**config.mk**
```make
export PLATFORM = sky130hd
export DESIGN_NAME = mem_access_unit_flat
export DESIGN_NICKNAME = d
export VERILOG_FILES = /design/src/rtl/mem_bus_if.sv /design/src/rtl/mem_access_unit.sv /design/src/flat_wrapper.sv
export SDC_FILE = /design/constraint.sdc
export NUM_CORES = 1
export LEC_CHECK = 0
export ABC_AREA = 1
export CAP_MARGIN = 20
export CORE_MARGIN = 2
export CORE_UTILIZATION = 30
export CTS_BUF_LIST = sky130_fd_sc_hd__clkbuf_4
export CTS_CLUSTER_DIAMETER = 50
export DETAILED_ROUTE_END_ITERATION = 6
export HOLD_SLACK_MARGIN = 0.03
export MAX_ROUTING_LAYER = met4
export PLACE_DENSITY = 0.61
export SYNTH_ARGS = -nofsm -noshare
export SYNTH_HDL_FRONTEND = slang
export SYNTH_SLANG_ARGS = --single-unit
```
**constraint.sdc**
```tcl
create_clock -name clk -period 1.3 [get_ports clk]
set_input_delay 0.26 -clock clk [delete_from_list [all_inputs] [get_ports clk]]
set_output_delay 0.26 -clock clk [all_outputs]
set_load 0.05 [all_outputs]
```
**src/rtl/mem_bus_if.sv**
```systemverilog
// Data-memory bus between the MEM-stage access unit (master) and memory (slave).
interface mem_bus_if;
  logic        req;
  logic        we;
  logic [31:0] addr;
  logic [3:0]  wstrb;
  logic [31:0] wdata;
  logic [31:0] rdata;
  logic        ack;

  modport master (output req, we, addr, wstrb, wdata, input rdata, ack);
  modport slave  (input req, we, addr, wstrb, wdata, output rdata, ack);
endinterface

```
**src/rtl/mem_access_unit.sv**
```systemverilog
// MEM-stage load/store engine: turns EX/MEM ops into req/ack bus transfers and stalls until done.
// Optional bus timeout enabled by defining MEM_TIMEOUT_EN (limit set by TIMEOUT_CYCLES).
module mem_access_unit #(
  parameter int TIMEOUT_CYCLES = 255
) (
  input  logic        clk,
  input  logic        rst_n,
  input  logic [3:0]  mem_op_i,
  input  logic [31:0] mem_addr_i,
  input  logic [31:0] mem_wdata_i,
  output logic        stall_o,
  output logic [31:0] load_data_o,
  output logic        misalign_o,
  output logic        bus_err_o,
  mem_bus_if.master   dbus
);

  typedef enum logic [1:0] {IDLE, REQ, DONE} state_t;
  typedef enum logic [1:0] {SZ_B, SZ_H, SZ_W} size_t;

  state_t      state;
  logic        is_load, is_store, is_signed;
  size_t       size;
  logic        op_valid, misaligned, start;
  logic [3:0]  wstrb_next;
  logic [31:0] wdata_next;
  logic [31:0] load_data_q, ext_data;
  logic [7:0]  byte_sel;
  logic [15:0] half_sel;

  // Op fields latched at IDLE->REQ; only these are used once the transfer is under way.
  logic        lat_load, lat_signed;
  size_t       lat_size;
  logic [1:0]  lat_lane;

  // NOTE: every always_comb output gets a default first, so no path can infer a latch.
  always_comb begin
    is_load   = 1'b0;
    is_store  = 1'b0;
    is_signed = 1'b0;
    size      = SZ_W;
    case (mem_op_i)
      4'd1:    begin is_load  = 1'b1; is_signed = 1'b1; size = SZ_B; end
      4'd2:    begin is_load  = 1'b1; is_signed = 1'b1; size = SZ_H; end
      4'd3:    begin is_load  = 1'b1; size = SZ_W; end
      4'd4:    begin is_load  = 1'b1; size = SZ_B; end
      4'd5:    begin is_load  = 1'b1; size = SZ_H; end
      4'd9:    begin is_store = 1'b1; size = SZ_B; end
      4'd10:   begin is_store = 1'b1; size = SZ_H; end
      4'd11:   begin is_store = 1'b1; size = SZ_W; end
      default: ;
    endcase
  end

  assign op_valid   = is_load | is_store;
  assign misaligned = ((size == SZ_H) && mem_addr_i[0]) ||
                      ((size == SZ_W) && (mem_addr_i[1:0] != 2'b00));
  assign start      = op_valid && !misaligned;

  // Combinational flags are forced low while reset is held, matching the registered outputs.
  assign misalign_o  = rst_n && op_valid && misaligned;
  assign stall_o     = rst_n && (((state == IDLE) && start) || (state == REQ));
  assign load_data_o = (is_load && misaligned) ? 32'd0 : load_data_q;

  always_comb begin
    wstrb_next = 4'b0000;
    wdata_next = mem_wdata_i;
    case (size)
      SZ_B: begin
        wstrb_next = 4'b0001 << mem_addr_i[1:0];
        wdata_next = {4{mem_wdata_i[7:0]}};
      end
      SZ_H: begin
        wstrb_next = mem_addr_i[1] ? 4'b1100 : 4'b0011;
        wdata_next = {2{mem_wdata_i[15:0]}};
      end
      default: wstrb_next = 4'b1111;
    endcase
    if (is_load) wstrb_next = 4'b0000;
  end

  always_comb begin
    case (lat_lane)
      2'd0:    byte_sel = dbus.rdata[7:0];
      2'd1:    byte_sel = dbus.rdata[15:8];
      2'd2:    byte_sel = dbus.rdata[23:16];
      default: byte_sel = dbus.rdata[31:24];
    endcase
    half_sel = lat_lane[1] ? dbus.rdata[31:16] : dbus.rdata[15:0];
    case (lat_size)
      SZ_B:    ext_data = {{24{lat_signed & byte_sel[7]}}, byte_sel};
      SZ_H:    ext_data = {{16{lat_signed & half_sel[15]}}, half_sel};
      default: ext_data = dbus.rdata;
    endcase
  end

`ifdef MEM_TIMEOUT_EN
  localparam int CW = $clog2(TIMEOUT_CYCLES + 1);
  logic [CW-1:0] wait_cnt;
`else
  assign bus_err_o = 1'b0;
`endif

  // NOTE: sequential state uses non-blocking assignments only, so every register sees pre-edge values.
  always_ff @(posedge clk or negedge rst_n) begin
    if (!rst_n) begin
      state       <= IDLE;
      dbus.req    <= 1'b0;
      dbus.we     <= 1'b0;
      dbus.addr   <= 32'd0;
      dbus.wstrb  <= 4'd0;
      dbus.wdata  <= 32'd0;
      load_data_q <= 32'd0;
      lat_load    <= 1'b0;
      lat_signed  <= 1'b0;
      lat_size    <= SZ_W;
      lat_lane    <= 2'd0;
`ifdef MEM_TIMEOUT_EN
      wait_cnt    <= '0;
      bus_err_o   <= 1'b0;
`endif
    end else begin
`ifdef MEM_TIMEOUT_EN
      bus_err_o <= 1'b0;
`endif
      case (state)
        IDLE: begin
          if (start) begin
            state      <= REQ;
            dbus.req   <= 1'b1;
            dbus.we    <= is_store;
            dbus.addr  <= {mem_addr_i[31:2], 2'b00};
            dbus.wstrb <= wstrb_next;
            dbus.wdata <= wdata_next;
            lat_load   <= is_load;
            lat_signed <= is_signed;
            lat_size   <= size;
            lat_lane   <= mem_addr_i[1:0];
`ifdef MEM_TIMEOUT_EN
            wait_cnt   <= '0;
`endif
          end else if (is_load && misaligned) begin
            load_data_q <= 32'd0;
          end
        end
        REQ: begin
          if (dbus.ack) begin
            dbus.req <= 1'b0;
            if (lat_load) load_data_q <= ext_data;
            state    <= DONE;
`ifdef MEM_TIMEOUT_EN
          end else if (wait_cnt == CW'(TIMEOUT_CYCLES - 1)) begin
            dbus.req    <= 1'b0;
            bus_err_o   <= 1'b1;
            load_data_q <= 32'd0;
            state       <= DONE;
          end else begin
            wait_cnt <= wait_cnt + 1'b1;
`endif
          end
        end
        default: state <= IDLE;
      endcase
    end
  end

endmodule

```
**src/flat_wrapper.sv**
```systemverilog
// flat-port wrapper written by rule: the top's interface ports become plain ports
module mem_access_unit_flat 
#(
  parameter int TIMEOUT_CYCLES = 255
)
  (clk, rst_n, mem_op_i, mem_addr_i, mem_wdata_i, stall_o, load_data_o, misalign_o, bus_err_o, dbus_req, dbus_we, dbus_addr, dbus_wstrb, dbus_wdata, dbus_rdata, dbus_ack);
  mem_bus_if dbus_i ();
  input  logic clk;
  input  logic rst_n;
  input  logic [3:0] mem_op_i;
  input  logic [31:0] mem_addr_i;
  input  logic [31:0] mem_wdata_i;
  output logic stall_o;
  output logic [31:0] load_data_o;
  output logic misalign_o;
  output logic bus_err_o;
  output wire logic [$bits(dbus_i.req)-1:0] dbus_req;
  output wire logic [$bits(dbus_i.we)-1:0] dbus_we;
  output wire logic [$bits(dbus_i.addr)-1:0] dbus_addr;
  output wire logic [$bits(dbus_i.wstrb)-1:0] dbus_wstrb;
  output wire logic [$bits(dbus_i.wdata)-1:0] dbus_wdata;
  input wire logic [$bits(dbus_i.rdata)-1:0] dbus_rdata;
  input wire logic [$bits(dbus_i.ack)-1:0] dbus_ack;
  assign dbus_req = dbus_i.req;
  assign dbus_we = dbus_i.we;
  assign dbus_addr = dbus_i.addr;
  assign dbus_wstrb = dbus_i.wstrb;
  assign dbus_wdata = dbus_i.wdata;
  assign dbus_i.rdata = dbus_rdata;
  assign dbus_i.ack = dbus_ack;
  mem_access_unit #(.TIMEOUT_CYCLES(TIMEOUT_CYCLES)) u_core (.clk(clk), .rst_n(rst_n), .mem_op_i(mem_op_i), .mem_addr_i(mem_addr_i), .mem_wdata_i(mem_wdata_i), .stall_o(stall_o), .load_data_o(load_data_o), .misalign_o(misalign_o), .bus_err_o(bus_err_o), .dbus(dbus_i));
endmodule
```
Word-level counts from Yosys, hierarchy flattened:

Index checks and enable logic that the tools add are counted.

* reductions and logical operators: 26
* equality and inequality tests: 18
* add/sub/neg operators: 0
* multipliers: 0
* div/mod/pow operators: 0
* shift-type cells: 1
* magnitude comparators: 0
* multiplexer cells: 22
* bitwise logic cells: 3

Operators by type and width (number)
* 32-bit case mux with 2 select lines: 3
* 32-bit two-way mux: 4
* 8-bit case mux with 3 select lines: 1
* 16-bit two-way mux: 1
* 4-bit == test, second input constant: 3
* 3-bit OR reduction: 3
* 2-bit by 1-bit == test with 1-bit output, second input constant: 4
* 4-bit by 2-bit == test with 1-bit output, second input constant: 2
* 4-bit by 3-bit == test with 1-bit output, second input constant: 2
* 1-bit logical AND: 8
* 2-bit logical NOT: 4
* 4-bit two-way mux: 2
* 2-bit case mux with 2 select lines: 2
* 4-bit case mux with 2 select lines: 1
* 1-bit two-way mux: 5
* 5-bit OR reduction: 1
* 2-bit == test, second input constant: 2
* 4-bit by 1-bit == test with 1-bit output, second input constant: 1
* 2-bit two-way mux: 2
* 2-bit by 1-bit != test with 1-bit output, second input constant: 2
* 2-bit != test, second input constant: 2
* 2-bit AND reduction: 2
* 4-bit AND reduction: 1
* 2-bit nonzero test: 2
* other kinds (8): 10

* memory bits (writable): 0
* bits in read-only memories: 0
* register bits after elaboration: 108
* memories kept: 0
* bits in latches: 0

Depth between registers and ports, before layout:

Gate-level depths: netlist (run 1).

* word-level depth: 11
* mapped depth: 12
* depth with buffers taken out: 11

Worst setup path before layout (run 1):

No wires, ideal clock.

* path type: input-to-output
* start: in mem_op_i[1]
* end: out stall_o
* path slack: -1.063 ns
* cell stages on the path: 9
* path buffers: 1
* data arrival time: 2.103 ns
* path through: inv_1 -> nor2_2 -> nand2_1 -> nand2_2 -> nand2_2 -> nand2_2 -> nand2_2 -> buf_4 -> a21boi_0

* cells in the longest elaborated chain, start to end: 11

Ends and longest elaborated chain
* from (decl): RTL line flat_wrapper.sv:10 `input logic [3:0] mem_op_i;`
* 4-bit by 2-bit == test with 1-bit output, or another cell as far along: RTL line mem_access_unit.sv:42 `case (mem_op_i)`
* 3-bit OR reduction (no source line)
* 2-bit case mux with 2 select lines: RTL line mem_access_unit.sv:42
* 2-bit by 1-bit == test with 1-bit output / 2-bit == test (equally long branches): RTL line mem_access_unit.sv:56, mem_access_unit.sv:57
* 1-bit logical AND, on equally long branches: RTL line mem_access_unit.sv:56, mem_access_unit.sv:57
* 1-bit logical OR: RTL line mem_access_unit.sv:56 `assign misaligned = ((size == SZ_H) && mem_addr_i[0]) ||`
* 1-bit logical NOT: RTL line mem_access_unit.sv:58 `assign start = op_valid && !misaligned;`
* 1-bit logical AND (*): RTL line mem_access_unit.sv:58
* 1-bit logical AND (*): RTL line mem_access_unit.sv:62 `assign stall_o = rst_n && (((state == IDLE) && start) || (state == REQ));`
* 1-bit logical OR (*): RTL line mem_access_unit.sv:62
* 1-bit logical AND (*): RTL line mem_access_unit.sv:62
* to (decl): RTL line flat_wrapper.sv:13 `output logic stall_o;`

Mark *: on every way between the ends. The rest lies on a longest branch, timed or not.

Worst setup path after layout (run 1):

* start: reg u_core.state[0]
* end: out stall_o

* cells in the longest elaborated chain, start to end: 4

Ends and longest elaborated chain
* from (decl): RTL line mem_access_unit.sv:21 `state_t state;`
* from (signal assigned): RTL line mem_access_unit.sv:107 `state <= IDLE;`
* from (signal assigned): RTL line mem_access_unit.sv:129 `state <= REQ;`
* from (signal assigned): RTL line mem_access_unit.sv:150 `state <= DONE;`
* 2-bit logical NOT: RTL line mem_access_unit.sv:62
* 1-bit logical AND: RTL line mem_access_unit.sv:62
* 1-bit logical OR (*): RTL line mem_access_unit.sv:62
* 1-bit logical AND (*): RTL line mem_access_unit.sv:62

Marks and branches as above.

==> results of run 1 <==
-- worst min-delay path by stage --
stage                     slack, ns                   end         from  cells after the start
after floorplan               -0.04  u_core.dbus.addr[10]        rst_n                      0
after global placement         0.33  u_core.dbus.wdata[8]        rst_n                      2
after detailed placement       0.34  u_core.dbus.wdata[8]        rst_n                      2
after CTS                      0.17     u_core.lat_signed  mem_op_i[2]                      5
after global routing           0.06     u_core.lat_signed  mem_op_i[2]                      4
final                          0.07     u_core.lat_signed  mem_op_i[2]                      4
-- sequential cells by signal (all words and copies together), names as in the netlist --
name                count
u_core.dbus.req         1
u_core.load_data_q     32
u_core.dbus.addr       30
u_core.dbus.we          1
u_core.lat_size         2
u_core.lat_load         1
u_core.dbus.wdata      32
u_core.dbus.wstrb       4
u_core.state            2
u_core.lat_lane         2
u_core.lat_signed       1
-- timing repair --
action | CTS | global route
hold buffers | 1 | 0
cloned | 20 | 7
buffers inserted | 69 | 31
setup endpoints to repair | 209 | 209
resized for setup | 306 | 140
hold endpoints to repair | 107 | 0
pin swaps | 64 | 36
-- cells in the final DEF (no fill, tap or decap), types with 7 or more instances in the layout --
master,instances
buf_4,117
nand2_4,81
o21ai_0,23
dfrtp_1,98
nand3_1,58
clkinvlp_4,33
nand2_2,94
clkdlybuf4s50_1,95
buf_16,16
buf_6,17
buf_12,97
dfrtp_2,9
inv_1,19
nor2_4,8
buf_8,36
nand2_1,325
clkbuf_4,9
clkbuf_16,7
nand3_2,28
a22oi_1,7
nand4_1,10
-- metal layers --
layer  routed length, um  part of all wire  up-vias
li1                    -                 -     3459
met1                9800              0.40     3414
met2               12300              0.50      274
met3                2140             0.086       33
met4                 505             0.020        0
met5                   0                 0        -
-- cell type report --
| class | instances | area share |
|---|---|---|
| Timing Repair Buffer | 389 | 0.408 |
| Tap cell | 265 | 0.0263 |
| Multi-Input combinational cell | 669 | 0.309 |
| Sequential cell | 108 | 0.215 |
| Clock buffer | 9 | 0.00536 |
| Clock inverter | 7 | 0.00595 |
| Antenna cell | 3 | 0.000595 |
| Inverter | 57 | 0.0291 |
-- critical path: stages (launching register included) --
cell and delay [ns]:
dfrtp_1 0.46, nor2_4 0.18, nand2_4 0.06, inv_2 0.06
nand2_4 0.06, a21boi_4 0.16, buf_12 0.16
-- kinds of logic (layout without fill, tap and decap cells) --
logic type,count (synthesis),after routing,share of synthesized area
and+or+nand+nor,616,616,0.417
other,1,6,0.000624
AOI/OAI and AO/OA,50,50,0.0493
DFF,108,108,0.450
buffers and inverters,110,462,0.0828
-- where the power goes --
part	switching [mW]	internal, mW	leakage [nW]	total (mW)
Clock	1.42	0.470	0.0757	1.89
Combinational	9.49	8.86	4.80	18.4
Sequential	1.68	4.68	1.36	6.36
==> metrics.md, run 1 <==
| Metric | Value |
|---|---|
| Status | `finished with violations` |
| Failing checks | `setup timing` |
| Sinks on the clock net | `around 110` |
| Max Freq | `between 0.5 and 0.6 GHz` |
| TritonCTS clock tree | `yes` |
| GR Util met1 | `0.291` |
| Top post-synthesis cells by count | `nand2_1 (493), dfrtp_1 (107), nand3_1 (87)` |
| Antenna-violating nets left | `0` |
| Multi-input gate area | `about 3900 um^2` |
| Final Max Tran Viols | `0` |
| Max FO, Critical Path | `2` |
| Tightest Hold Check Type | `in2reg` |
| FF+latch area | `2720 um^2` |
| Average size of a mapped cell | `approximately 6.8 um^2` |
| Pwr per Cell Area | `2110 nW/um^2` |
| Nets | `about 1,300` |
| Yosys Warn Count | `0` |
| Crit start category | `flop` |
| Cells after DPL | `1,379` |
| Non-Filler Instances | `about 1,500` |
| Critical path class | `reg2out` |
| Initial core utilization | `0.307` |
| Setup ws final | `-0.617 ns` |
| Synth unique cells | `26` |
| Critical path endpoint | `stall_o` |
| Largest cells by area after synthesis | `dfrtp_1 (45%), nand2_1 (31%), nand3_1 (7.2%)` |
| Total gr overflow | `0` |
| Required time of the critical path | `around 1.0 ns` |
| Synth async-reset ratio | `1.00` |
| Final core utilization | `0.644` |
| DRC violation count after routing | `0` |
| Primary FF master, synth | `dfrtp_1` |
| FF-to-FF path depth | `13` |
| CP endpoint kind | `output port` |
| Core ar. | `between 15,000 and 20,000 um^2` |
| Most frequent cell after synthesis | `nand2_1` |
| Post-DP HPWL | `approximately 15 mm` |
| Post-synth EDFFs | `0` |
| CTS Buf Count | `9` |
| Clk pin slew, worst setup/hold paths | `approximately 0.20 ns` |
| # IOs | `208` |
| Unrepaired setup endpoints after global routing | `true` |
| Capturing point of the worst reg2reg path | `u_core.load_data_q[22]` |
| Root Driver | `clkbuf_4` |
| CP arrival | `1.66 ns` |
| Width of the die | `146 um` |
| H-tree depth | `3` |
| Hold Slack | `around 0.066 ns` |
| Final instance area | `approximately 13,000 um^2` |
| Cell Area, Placed | `9860 um^2` |
| Avg WL per Cell | `approximately 16 um` |
| Cell Area, Synth | `6010 um^2` |
| # fillers | `about 1,600` |
| Vias | `a little over 7,000` |
| Leakage | `between 6 and 7 nW` |
| Max Buffers Root-to-Sink | `2` |
| Met3 usage | `0.0680` |
| Hold Fails Final Rpt | `0` |
| # rows | `51` |
| Busiest grt layer | `met2` |
| Initial DRC Count | `around 350` |
| Synth-to-layout area growth | `110%` |
| Total global routing track utilization | `0.237` |
| Seq cells post-synth | `around 110` |
| Vias per std cell | `roughly 4.8` |
| Worst r2r src | `u_core.state[0]` |
| Fin crit period | `about 1.9 ns` |
| Skew-Pair Late Insertion Delay | `0.53 ns` |
| Placer Congestion | `slightly below 0.9` |
| R2R Setup Slk | `-0.52 ns` |
| Yosys top cell by area | `dfrtp_1` |
| Max Cap Violations | `0` |
| Max IR drop VDD | `roughly 1.3 mV` |
| First drt pass iteration count | `5` |
| Tot Pwr | `between 20 and 30 mW` |
| Top cell type's share of synthesized area | `0.445` |
| Initial antenna violation count | `3` |
| Sequential fraction of the synthesis area | `0.450` |
| Pin count of the biggest net entering global routing | `between 60 and 70` |
| Vias in the first global route | `~7,000` |
| Critical path origin | `u_core.state[0]` |
| Die Ht | `146 um` |
| Max Clock Skew | `0.0219 ns` |
| DRT Wirelength | `approximately 25 mm` |
| GR Layer Usage met2 | `0.382` |
| Place WS | `-1.00 ns` |
| Setup-failing EPs final | `approximately 210` |
| Final period util | `1.47` |
| First-pass GRT wire length | `roughly 38 mm` |
| Die area | `21,200 um^2` |
| Cell count after synthesis | `885` |
| Layout cells sized above 1 | `0.471` |
| IO Port Bufs | `a little over 200` |
| Setup TNS | `-63.12 ns` |
Power figures use the tool's default switching activity.
==> run 2: changes to the inputs <==
Settings changed: CORE_MARGIN 2 to 1, GPL_TIMING_DRIVEN set to 0.
==> metrics.md, run 2 (same netlist as run 1, synthesis figures left out) <==
| Metric | Value |
|---|---|
| Skew-Pair Late Insertion Delay | `0.53 ns (about the same)` |
| WP buf/inv | `8 (was 2)` |
| Final instance area | `10,700 um^2 (was 12,600 um^2)` |
| Avg WL per Cell | `15.6 um (was 16.4 um)` |
| CTS Buf Count | `9 (unchanged)` |
| Sinks on the clock net | `108 (unchanged)` |
| Die Ht | `144 um (was 146 um)` |
| Total gr overflow | `0 (unchanged)` |
| Required time of the critical path | `1.77 ns (was 1.04 ns)` |
| Placer Congestion | `0.897 (was 0.886)` |
| Layout cells sized above 1 | `0.354 (was 0.471)` |
| Initial core utilization | `0.308 (was 0.307)` |
| DRT Wirelength | `22.5 mm (was 24.8 mm)` |
| Vias | `6,761 (was 7,180)` |
| Most used cell, CP | `buf_6 (was nand2_4)` |
| Initial antenna violation count | `2 (was 3)` |
| Die area | `20,600 um^2 (was 21,200 um^2)` |
| Final Max Tran Viols | `0 (unchanged)` |
| Crit path depth | `13 (was 6)` |
| Tightest Hold Check Type | `in2async (was in2reg)` |
| Most frequent cells in the layout | `nand2_1 (406), dfrtp_1 (107), clkdlybuf4s50_1 (95) (was nand2_1 (325), buf_4 (117), dfrtp_1 (98))` |
| Max Cap Violations | `0 (unchanged)` |
| Total global routing track utilization | `0.223 (was 0.237)` |
| Unrepaired setup endpoints after global routing | `true (unchanged)` |
| Cell Area, Placed | `8820 um^2 (was 9860 um^2)` |
| TritonCTS clock tree | `yes (unchanged)` |
| Vias in the first global route | `6,484 (was 7,188)` |
| H-tree depth | `3 (unchanged)` |
| Max IR drop VDD | `1.49 mV (was 1.29 mV)` |
| Critical path origin | `u_core.state[1] (was u_core.state[0])` |
| Max FO, Critical Path | `5 (was 2)` |
| Failing checks | `hold timing, setup timing (was setup timing)` |
| Initial DRC Count | `367 (was 354)` |
| Setup ws final | `-0.673 ns (was -0.617 ns)` |
| Worst-Margin Slew | `0.543 ns` |
| Max Buffers Root-to-Sink | `2 (unchanged)` |
| # rows | `51 (unchanged)` |
| R2R Setup Slk | `-0.67 ns (was -0.52 ns)` |
| Max Clock Skew | `0.0198 ns (was 0.0219 ns)` |
| Pwr per Cell Area | `2070 nW/um^2 (was 2110 nW/um^2)` |
| Setup-failing EPs final | `208 (was 209)` |
| Critical path class | `reg2reg (was reg2out)` |
| Vias per std cell | `4.69 (was 4.76)` |
| Crit-path slowest cell | `dfrtp_1 (unchanged)` |
| Worst r2r src | `u_core.state[1] (was u_core.state[0])` |
| Slew headroom | `0.638` |
| Max Freq | `0.507 GHz (was 0.522 GHz)` |
| CP arrival | `2.44 ns (was 1.66 ns)` |
| Crit path max-delay family | `buffers and inverters (was flip-flops)` |
| Hold Fails Final Rpt | `50 (was 0)` |
| Width of the die | `144 um (was 146 um)` |
| Leakage | `5.42 nW (was 6.24 nW)` |
| Final core utilization | `0.549 (was 0.644)` |
| Post-DP HPWL | `15.6 mm (was 15.1 mm)` |
| Antenna-violating nets left | `0 (unchanged)` |
| Most common cell after layout, fill and taps aside | `nand2_1 (unchanged)` |
| CP max stage delay | `0.43 ns (was 0.46 ns)` |
| Regs by FF count | `u_core.dbus.wdata (32), u_core.load_data_q (32), u_core.dbus.addr (30) (unchanged)` |
| Cells after DPL | `1,357 (was 1,379)` |
| DRC violation count after routing | `0 (unchanged)` |
| CP endpoint kind | `flop (was output port)` |
| Synth-to-layout area growth | `78.3% (was 110%)` |
| Clk pin slew, worst setup/hold paths | `0.20 ns (about the same)` |
| Nets | `1,272 (was 1,337)` |
| Fin crit period | `1.97 ns (was 1.92 ns)` |
| # IOs | `208 (unchanged)` |
| IO Port Bufs | `204 (unchanged)` |
| Core ar. | `19,500 um^2 (was 19,600 um^2)` |
| FF-to-FF path depth | `13 (unchanged)` |
| Status | `finished with violations (unchanged)` |
| Capturing point of the worst reg2reg path | `u_core.dbus.addr[2] (was u_core.load_data_q[22])` |
| Hold Slack | `-0.325 ns (was 0.0662 ns)` |
| CP Cell Sequence | `nor2_2, nand2_2, buf_4, buf_6, buf_6, buf_6, buf_6, a21oi_4, buf_6, buf_8, buf_8, nand2_1, nand2_1 (was nor2_4, nand2_4, inv_2, nand2_4, a21boi_4, buf_12)` |
| Tot Pwr | `22.2 mW (was 26.6 mW)` |
| Non-Filler Instances | `1,441 (was 1,507)` |
| Crit start category | `flop (unchanged)` |
| First-pass GRT wire length | `33.8 mm (was 38.3 mm)` |
| Final period util | `1.52 (was 1.47)` |
| Root Driver | `clkbuf_4 (unchanged)` |
| Pin count of the biggest net entering global routing | `59 (was 61)` |
| First drt pass iteration count | `5 (unchanged)` |
==> run 2: changes by cell type in the layout (fill, tap and decap cells not counted), moves of 36 or more <==
cell,change
buf_12,-84
buf_6,+77
buf_4,-75
nand2_2,-46
nand2_4,-36
nand2_1,+81
==> run 2: area by class of cell <==
cell class                      instances  area (um^2)
Fill cell                            1843         8810
Multi-Input combinational cell        669         3460
Timing Repair Buffer                  272         3130
Sequential cell                       108         2700
Buffer                                 52          564
Inverter                               57          370
Tap cell                              265          332
Clock inverter                          7         88.8
Clock buffer                            9         67.6
Antenna cell                            2         5.00
==> run 2: worst max-delay path by stage <==
stage | to | slack [ns]
3_5_place_dp | load_data_o[0] | -1.73
5_1_grt | stall_o | -0.75
2_1_floorplan | load_data_o[11] | -0.23
6_report | u_core.dbus.addr[2] | -0.67
4_1_cts | stall_o | -0.69
3_3_place_gp | misalign_o | -5.35
==> run 2: power breakdown <==
group          leakage, nW  internal (mW)  switching (mW)
logic                 3.96           5.72            8.63
registers             1.37           4.65            1.30
clock network       0.0832          0.489            1.43
==> run 2: repair_timing <==
item                       CTS  global route
setup endpoints to repair  209           209
pin swaps                   20            39
gates resized for setup    913           107
hold endpoints to repair    50            50
gates cloned                 7             8
setup buffers               29            26
==> run 2: layer usage <==
layer,routed length [um],part of all wire,vias to the layer above,GRT usage
li1,-,-,3321,-
met1,9510,0.42,3158,0.277
met2,10700,0.48,251,0.358
met3,1800,0.080,31,0.0593
met4,424,0.019,0,0.0610
met5,0,0,-,-
==> run 2: metrics by stage <==
stage / TNS (ns) / setup WS (ns)
global placement: -676.56 / -5.35
detailed placement: -163.43 / -1.73
floorplan: -9.80 / -0.231
CTS: -68.76 / -0.694
finish: -70.54 / -0.673
global route: -83.84 / -0.752
